$ cat src/rtl/flop_arb_pkg.sv
// Shared types and sizing helpers for the flop_share_arbiter slice.
// Combinational/constant only; no backpressure.
package flop_arb_pkg;

    typedef enum logic [0:0] {
        IDLE   = 1'b0,
        LOCKED = 1'b1
    } arb_state_e;

    // Wide enough for MAX_BURST up to 15.
    localparam int CNT_W = 4;

    function automatic int id_w(input int n);
        return (n > 1) ? $clog2(n) : 1;
    endfunction

endpackage

$ cat src/rtl/flop_share_arbiter_rr_picker.sv
// Round-robin picker: first set request searching circularly from ptr.
// Latency 0 (combinational); no backpressure, pure selection.
module rr_picker #(
    parameter int N  = 4,
    parameter int IW = 2
) (
    input  logic [N-1:0]  req,
    input  logic [IW-1:0] ptr,
    output logic [IW-1:0] win_id,
    output logic [N-1:0]  win_oh,
    output logic          any_req
);

    always_comb begin
        int            idx;
        logic [IW-1:0] sel;
        logic          found;
        win_id = '0;
        win_oh = '0;
        found  = 1'b0;
        idx    = 0;
        sel    = '0;
        for (int k = 0; k < N; k++) begin
            // Wrap modulo N so non-power-of-two N never yields an illegal id.
            idx = int'(ptr) + k;
            if (idx >= N) begin
                idx = idx - N;
            end
            sel = IW'(idx);
            if (!found && req[sel]) begin
                found       = 1'b1;
                win_id      = sel;
                win_oh[sel] = 1'b1;
            end
        end
        any_req = found;
    end

endmodule

$ cat src/rtl/flop_share_arbiter.sv
// Shares one external DATA_W register among NUM_REQ requesters (round robin + locked bursts).
// gnt/qin combinational (0 cycles); wr_valid/wr_id 1 cycle later with qout; losers hold req until granted.
module flop_share_arbiter
    import flop_arb_pkg::*;
#(
    parameter int NUM_REQ   = 4,
    parameter int DATA_W    = 8,
    parameter int MAX_BURST = 4,
    localparam int ID_W     = id_w(NUM_REQ)
) (
    input  logic                      clk,
    input  logic                      reset,
    input  logic [NUM_REQ-1:0]        req,
    input  logic [NUM_REQ-1:0]        lock,
    input  logic [NUM_REQ*DATA_W-1:0] wdata,
    output logic [NUM_REQ-1:0]        gnt,
    output logic [DATA_W-1:0]         qin,
    input  logic [DATA_W-1:0]         qout,
    output logic                      busy,
    output logic                      wr_valid,
    output logic [ID_W-1:0]           wr_id
);

    arb_state_e       state_q, state_d;
    logic [ID_W-1:0]  ptr_q, ptr_d;
    logic [ID_W-1:0]  owner_q, owner_d;
    logic [CNT_W-1:0] burst_cnt_q, burst_cnt_d;
    logic             wr_valid_q, wr_valid_d;
    logic [ID_W-1:0]  wr_id_q, wr_id_d;

    logic [ID_W-1:0]    win_id;
    logic [NUM_REQ-1:0] win_oh;
    logic               any_req;
    logic               wr_en;
    logic               burst_end;
    logic [ID_W-1:0]    wr_src;

    function automatic logic [ID_W-1:0] wrap_inc(input logic [ID_W-1:0] id);
        return (id == ID_W'(NUM_REQ - 1)) ? '0 : id + 1'b1;
    endfunction

    rr_picker #(
        .N  (NUM_REQ),
        .IW (ID_W)
    ) u_picker (
        .req     (req),
        .ptr     (ptr_q),
        .win_id  (win_id),
        .win_oh  (win_oh),
        .any_req (any_req)
    );

    always_comb begin
        state_d     = state_q;
        ptr_d       = ptr_q;
        owner_d     = owner_q;
        burst_cnt_d = burst_cnt_q;
        gnt         = '0;
        qin         = qout;
        wr_en       = 1'b0;
        burst_end   = 1'b0;
        wr_src      = owner_q;

        case (state_q)
            IDLE: begin
                if (any_req) begin
                    gnt    = win_oh;
                    wr_en  = 1'b1;
                    wr_src = win_id;
                    ptr_d  = wrap_inc(win_id);
                    if (lock[win_id] && (MAX_BURST > 1)) begin
                        state_d     = LOCKED;
                        owner_d     = win_id;
                        burst_cnt_d = CNT_W'(1);
                    end
                end
            end
            LOCKED: begin
                gnt[owner_q] = req[owner_q];
                if (req[owner_q]) begin
                    wr_en       = 1'b1;
                    burst_cnt_d = burst_cnt_q + 1'b1;
                    if (!lock[owner_q] || (burst_cnt_d == CNT_W'(MAX_BURST))) begin
                        burst_end = 1'b1;
                    end
                end else if (!lock[owner_q]) begin
                    burst_end = 1'b1;
                end
                // Idle owner holding lock keeps the slot; nothing is written.
                if (burst_end) begin
                    state_d     = IDLE;
                    ptr_d       = wrap_inc(owner_q);
                    burst_cnt_d = '0;
                end
            end
            default: state_d = IDLE;
        endcase

        if (wr_en) begin
            qin = wdata[wr_src*DATA_W +: DATA_W];
        end

        wr_valid_d = wr_en;
        wr_id_d    = wr_en ? wr_src : wr_id_q;

        // Clearing qin during reset clears the external register on the same edges.
        if (!reset) begin
            gnt = '0;
            qin = '0;
        end
    end

    always_ff @(posedge clk) begin
        if (!reset) begin
            state_q     <= IDLE;
            ptr_q       <= '0;
            owner_q     <= '0;
            burst_cnt_q <= '0;
            wr_valid_q  <= 1'b0;
            wr_id_q     <= '0;
        end else begin
            state_q     <= state_d;
            ptr_q       <= ptr_d;
            owner_q     <= owner_d;
            burst_cnt_q <= burst_cnt_d;
            wr_valid_q  <= wr_valid_d;
            wr_id_q     <= wr_id_d;
        end
    end

    assign busy     = (state_q == LOCKED);
    assign wr_valid = wr_valid_q;
    assign wr_id    = wr_id_q;

endmodule

$ cat config.mk
export PLATFORM = sky130hd
export DESIGN_NAME = flop_share_arbiter
export DESIGN_NICKNAME = d
export VERILOG_FILES = /design/src/rtl/flop_arb_pkg.sv /design/src/rtl/flop_share_arbiter_rr_picker.sv /design/src/rtl/flop_share_arbiter.sv
export SDC_FILE = /design/constraint.sdc
export NUM_CORES = 1
export LEC_CHECK = 0
export CAP_MARGIN = 20
export CORE_MARGIN = 4
export CORE_UTILIZATION = 45
export DETAILED_ROUTE_END_ITERATION = 16
export GPL_TIMING_DRIVEN = 0
export PLACE_DENSITY_LB_ADDON = 0.2
export SLEW_MARGIN = 40
export SYNTH_ARGS = -nofsm -noshare
export SYNTH_HDL_FRONTEND = slang
export SYNTH_SLANG_ARGS = --single-unit
export TNS_END_PERCENT = 1
$ cat constraint.sdc
create_clock -name clk -period 3.45 [get_ports clk]
set_clock_uncertainty 0.05 [all_clocks]
set_input_delay 0.69 -clock clk [delete_from_list [all_inputs] [get_ports clk]]
set_output_delay 0.69 -clock clk [all_outputs]
set_load 0.05 [all_outputs]
==> results.json, run 1 <==
{
  "status": "complete, no violations",
  "num-fill-cells": 258,
  "dpl.hpwl_mm": 4.51,
  "p_leak_nw": 1.10,
  "cts_buffers": 3,
  "reg2reg_from": "ptr_q[0]",
  "fp.dieArea_um2": 5030,
  "grt-ovfl-total": 0,
  "cts.clk_slew.worst_paths_ns": 0.05,
  "seqPwrFrac_pct": 9.5,
  "rows": 22,
  "min_path_cells": 1,
  "relSlewSlack_pct": 62.6,
  "drc": 0,
  "ys_ff_latch": 12,
  "grt_use_total_pct": 24.2,
  "grt_max_degree": 11,
  "cts_root_buffer": "clkbuf_8",
  "start_util_pct": 47.6,
  "area_delta_synth_final_pct": 61.0,
  "grt_pass1_vias": 2018,
  "routed_wl_mm": 6.79,
  "crit_fanout": 6,
  "r2r_slack_ns": 0.90,
  "holdBufCountCts": 0,
  "power_density_nw_per_um2": 877,
  "max_freq_ghz": 0.290,
  "cap_violations": 0,
  "ys_types": 49,
  "wl_per_cell_um": 19.1,
  "switching_power_w": 0.00129,
  "grt_pass1_wl_mm": 10.0,
  "antenna_cells": 0,
  "die_height_um": 70.9,
  "finalHoldViolCount": 0,
  "totalPowerFinal_w": 0.00252,
  "hold_end": "burst_cnt_q[3]",
  "min_path_type": "reg2reg",
  "multiInputGateArea_um2": 1660,
  "r2r_cells": 10,
  "drt_iter0_markers": 156,
  "cts_tree": "yes",
  "antenna_left": 0,
  "finalSetupViolCount": 0,
  "clock_power_share_pct": 5.2,
  "nets": 373,
  "peakVddDrop_mv": 0.538,
  "async_flop_share_pct": 0,
  "cp-start-kind": "flop",
  "seqCellArea_um2": 248,
  "drt-vias-per-instance": 6.17,
  "synth_edf_count": 0,
  "tightestPinTransition_ns": 0.561,
  "hold_start": "burst_cnt_q[3]",
  "core_um2": 3740,
  "worst-endpoint-arrival_ns": 2.71,
  "drt-pass1-iter-count": 5,
  "pwr-share-comb_pct": 85.3,
  "synth_seq_area_share_pct": 13.5,
  "endpoint_kind": "primary output",
  "postSynthCellCount": 228,
  "required_ns": 2.71,
  "yosys_most_used_dff": "dfxtp_1",
  "numPortBuffers": 65,
  "grt_antenna_before_repair": 0,
  "crit_type": "reg2out",
  "rr_endpoint": "burst_cnt_q[3]",
  "internal_power_w": 0.00122,
  "period_minus_slack_ns": 3.45,
  "clock_sinks": 12,
  "layout-drive-gt1-share_pct": 28.3,
  "clk_latency_ns": 0.24,
  "cts_buffer_depth": 2,
  "synth_area_per_cell_um2": 7.81,
  "fin_hold_ws_ns": 0.473,
  "htreeDepth": 1,
  "rsz0062_at_grt": "yes",
  "vias": 2189,
  "synth_nets": 292,
  "num_io_pins": 66,
  "finalCritPeriodShare_pct": 100,
  "netSwitchingFraction_pct": 51.3,
  "report.final.slew_viol_count": 0,
  "die_w_um": 70.9,
  "yosysWarnings": 0,
  "place_congestion": 0.787,
  "syn_area_um2": 1780
}
layout by cell type, fill, tap and decap left out, drive strengths merged, types with 9 or more instances in the layout:
master / n
nand2: 24
o221ai: 11
o21ai: 22
dfxtp: 12
buf: 36
nor2: 15
clkdlybuf4s50: 49
ha: 14
mux2i: 26
clkbuf: 9
a21oi: 16
power groups by stage:
stage               logic (W)  clock network [W]  registers, W
detailed placement    0.00169                  0      0.000242
global placement      0.00167                  0      0.000242
floorplan             0.00122                  0      0.000291
finish                0.00215           0.000131      0.000238
CTS                   0.00199           0.000133      0.000232
global route          0.00227           0.000140      0.000242
kinds of logic (layout without fill, tap and decap cells):
family | Yosys count | in the layout | share of synthesized area [%]
XOR/XNOR | 1 | 1 | 0.492
multiplexers | 31 | 31 | 20.4
AO/OA/AOI/OAI | 77 | 77 | 28.9
buffers and inverters | 22 | 101 | 6.61
adder cells (fa/ha/maj) | 14 | 14 | 9.84
flip-flops | 12 | 12 | 13.5
AND/OR/NAND/NOR | 71 | 71 | 20.3
sequential cells by signal (all words and copies together) (netlist names):
register,cells
busy,1
wr_valid,1
ptr_q,2
wr_id,2
burst_cnt_q,4
owner_q,2
cell usage after synthesis (3+ instances only):
master    instances  area, µm²
dfxtp_1          12        240
inv_1             7       26.3
buf_2             6       30.0
a221oi_1          4       35.0
mux4_2            3       67.6
nand2_1          24       90.1
and2_1            6       37.5
and3_1            4       25.0
o21ai_0          19       95.1
nor4b_1           4       35.0
o221ai_1         11       96.3
nor2_1           15       56.3
mux2i_1          25        250
nand3_1           7       35.0
clkbuf_1          5       18.8
a21oi_1          16       80.1
a31oi_1           4       25.0
ha_1             14        175
o22ai_1           5       31.3
how the worst max path moves through the flow:
stage,startpoint,slack [ns],end,cells after the start
finish,ptr_q[0],0.001,qin[2],11
global route,ptr_q[0],-0.11,qin[2],11
CTS,req[3],-0.02,gnt[1],9
detailed placement,req[0],-1.32,qin[2],10
global placement,req[0],-1.30,qin[2],10
floorplan,ptr_q[1],-0.33,gnt[0],9
metal layers:
layer	track usage (%)	vias up	part of all wire (%)
li1	-	1039	-
met1	32.7	1055	44
met2	41.7	82	50
met3	2.84	13	5.2
met4	4.38	0	1.1
met5	0	-	0
metrics by stage:
stage / area [µm²] / TNS (ns) / util (%) / cells / worst slack [ns]
floorplan: 1830 / -2.06 / - / 228 / -0.331
global placement: 2540 / -13.95 / 67.9 / 341 / -1.30
detailed placement: 2540 / -13.98 / 67.9 / 341 / -1.32
CTS: 2750 / -0.0242 / 73.3 / 351 / -0.0193
global route: 2870 / -0.159 / 76.6 / 355 / -0.107
finish: 2870 / 0 / 76.6 / 355 / 0.00120
timing repair:
item,in CTS,in global routing
gates cloned,1,0
endpoints found under the setup margin,12,12
setup buffers,8,6
pin swaps,4,8
resized for setup,122,34
critical path: stages (launching register included):
cell and delay (ns):
dfxtp_4 0.37, inv_6 0.06, ha_4 0.26, nor2b_1 0.14, o221ai_1 0.22, o31ai_2 0.12, or2_4 0.29, mux2i_4 0.20
buf_6 0.20, mux2i_1 0.29, o221ai_2 0.14, buf_6 0.17
layout make-up:
type | instances | area share (%)
Multi-Input combinational cell | 194 | 58.0
Timing Repair Buffer | 79 | 25.9
Sequential cell | 12 | 8.64
Buffer | 12 | 2.75
Tap cell | 48 | 2.10
Clock buffer | 3 | 1.44
Inverter | 7 | 1.18
Note: power is estimated with default switching activity, not from simulation.
==> run 2: changes to the inputs <==
- CAP_MARGIN: 20 -> 0
==> results of run 2 <==
The final DEF is identical to that of run 1; final timing and power are the same.
==> run 3: changes to the inputs <==
- PLACE_DENSITY: not set -> 0.88
- PLACE_DENSITY_LB_ADDON: 0.2 -> not set
==> results.json, run 3 (synthesis gave the netlist of run 1 again) <==
{
  "status": "complete, but fails checks",
  "violations": "setup timing",
  "cts.clk_slew.worst_paths_ns": 0.06,
  "grt_pass1_wl_mm": 11.8,
  "start_util_pct": 47.6,
  "routed_wl_mm": 8.52,
  "postLayoutSetupSlackWorst_ns": -0.0905,
  "drt-pass1-iter-count": 5,
  "rsz0062_at_grt": "yes",
  "totalPowerFinal_w": 0.00290,
  "cts_root_buffer": "clkbuf_8",
  "final_common_cell": "clkdlybuf4s50_1",
  "largest-register": "burst_cnt_q",
  "relSlewSlack_pct": 60.6,
  "antenna_left": 0,
  "drt_iter0_markers": 141,
  "nets": 377,
  "num_io_pins": 66,
  "worst-endpoint-arrival_ns": 2.80,
  "cts_buffer_depth": 2,
  "antenna_cells": 0,
  "fp.dieArea_um2": 5030,
  "place_congestion": 0.894,
  "crit_fanout": 10,
  "grt_pass1_vias": 2231,
  "num-fill-cells": 206,
  "report.final.slew_viol_count": 0,
  "cp-start-kind": "input pin",
  "drc": 0,
  "max_freq_ghz": 0.282,
  "drt-vias-per-instance": 6.77,
  "required_ns": 2.71,
  "power_density_nw_per_um2": 954,
  "finalCoreUtilization_pct": 81.2,
  "clk_latency_ns": 0.25,
  "finalHoldViolCount": 0,
  "crit_type": "in2out",
  "area_delta_synth_final_pct": 70.7,
  "cts_buffers": 3,
  "multiInputGateArea_um2": 1720,
  "grt-ovfl-total": 0,
  "die_w_um": 70.9,
  "vias": 2437,
  "seqCellArea_um2": 248,
  "grt_use_total_pct": 29.4,
  "finalCritPeriodShare_pct": 103,
  "wl_per_cell_um": 23.7,
  "core_um2": 3740,
  "finalSetupViolCount": 11,
  "layout-drive-gt1-share_pct": 32.1,
  "min_path_type": "reg2reg",
  "final_cell_mix": "clkdlybuf4s50_1, nand2_1, buf_4, a21oi_1, o21ai_0",
  "peakVddDrop_mv": 0.493,
  "cap_violations": 0,
  "grt_max_degree": 11,
  "period_minus_slack_ns": 3.54,
  "htreeDepth": 1,
  "p_leak_nw": 1.16,
  "numPortBuffers": 65,
  "holdBufCountCts": 0,
  "die_height_um": 70.9,
  "largest_reg_flops": 4,
  "endpoint_kind": "primary output",
  "rows": 22,
  "dpl.hpwl_mm": 4.73,
  "grt_antenna_before_repair": 0,
  "cts_tree": "yes",
  "clock_sinks": 12,
  "tightestPinTransition_ns": 0.591
}
-- run 3: cell count changes in the layout (fill, tap and decap cells not counted), moves of 2 or more --
cell,previous run,this run
mux2i_1,14,11
nor2_4,1,3
buf_4,19,16
a221oi_1,3,0
a221oi_2,1,4
nor2_2,2,0
mux2i_4,7,9
nor2b_2,0,2
buf_12,0,2
-- run 3: worst paths after layout --
kind	cells after the start	from	slack, ns	end
hold reg to reg	1	burst_cnt_q[3]	0.47	burst_cnt_q[3]
setup / recovery	9	req[2]	-0.09	gnt[2]
setup reg to reg	12	ptr_q[0]	0.69	burst_cnt_q[3]
hold / removal	1	burst_cnt_q[3]	0.47	burst_cnt_q[3]
-- run 3: critical path, stage by stage --
cell      delay, ns
buf_2          0.17
buf_4          0.19
mux4_2         0.60
and2_1         0.23
a21oi_1        0.19
o22ai_1        0.16
a221oi_2       0.21
o21ai_1        0.12
clkbuf_4       0.22
-- run 3: cell type report --
class                      instances  area share (%)
buffer                            13            3.50
inverter                           7            1.07
sequential                        12            8.15
clock buffer                       4            1.81
timing repair buffer              82            27.0
tap                               48            1.98
multi-input combinational        194            56.5
-- run 3: timing repair --
action	in CTS	in global routing
gates resized for setup	133	34
pin swaps	6	7
buffers inserted	12	3
endpoints found under the setup margin	12	12
gates cloned	1	1
-- run 3: per-stage QoR --
stage / instances / hold WS, ns / setup WS, ns / instance area [µm²] / TNS [ns]
6_report: 360 / 0.470 / -0.0905 / 3040 / -0.577
5_1_grt: 360 / 0.494 / -0.173 / 3040 / -1.67
4_1_cts: 356 / 0.464 / 0.0156 / 2840 / 0
3_5_place_dp: 341 / 0.451 / -1.35 / 2540 / -14.36
3_3_place_gp: 341 / 0.447 / -1.28 / 2540 / -13.57
2_1_floorplan: 228 / 0.424 / -0.331 / 1830 / -2.06
-- run 3: per-layer routing --
layer	GRT usage, %	vias up	wire (µm)
met5	0	-	0
met4	8.98	0	462
met3	5.68	47	688
met2	52.9	164	4280
met1	35.2	1179	3090
li1	-	1047	-
-- run 3: where the power goes --
part,switching (W),internal [W]
clock network,0.0000587,0.000101
logic,0.00135,0.00115
registers,0.0000539,0.000187
total,0.00146,0.00144
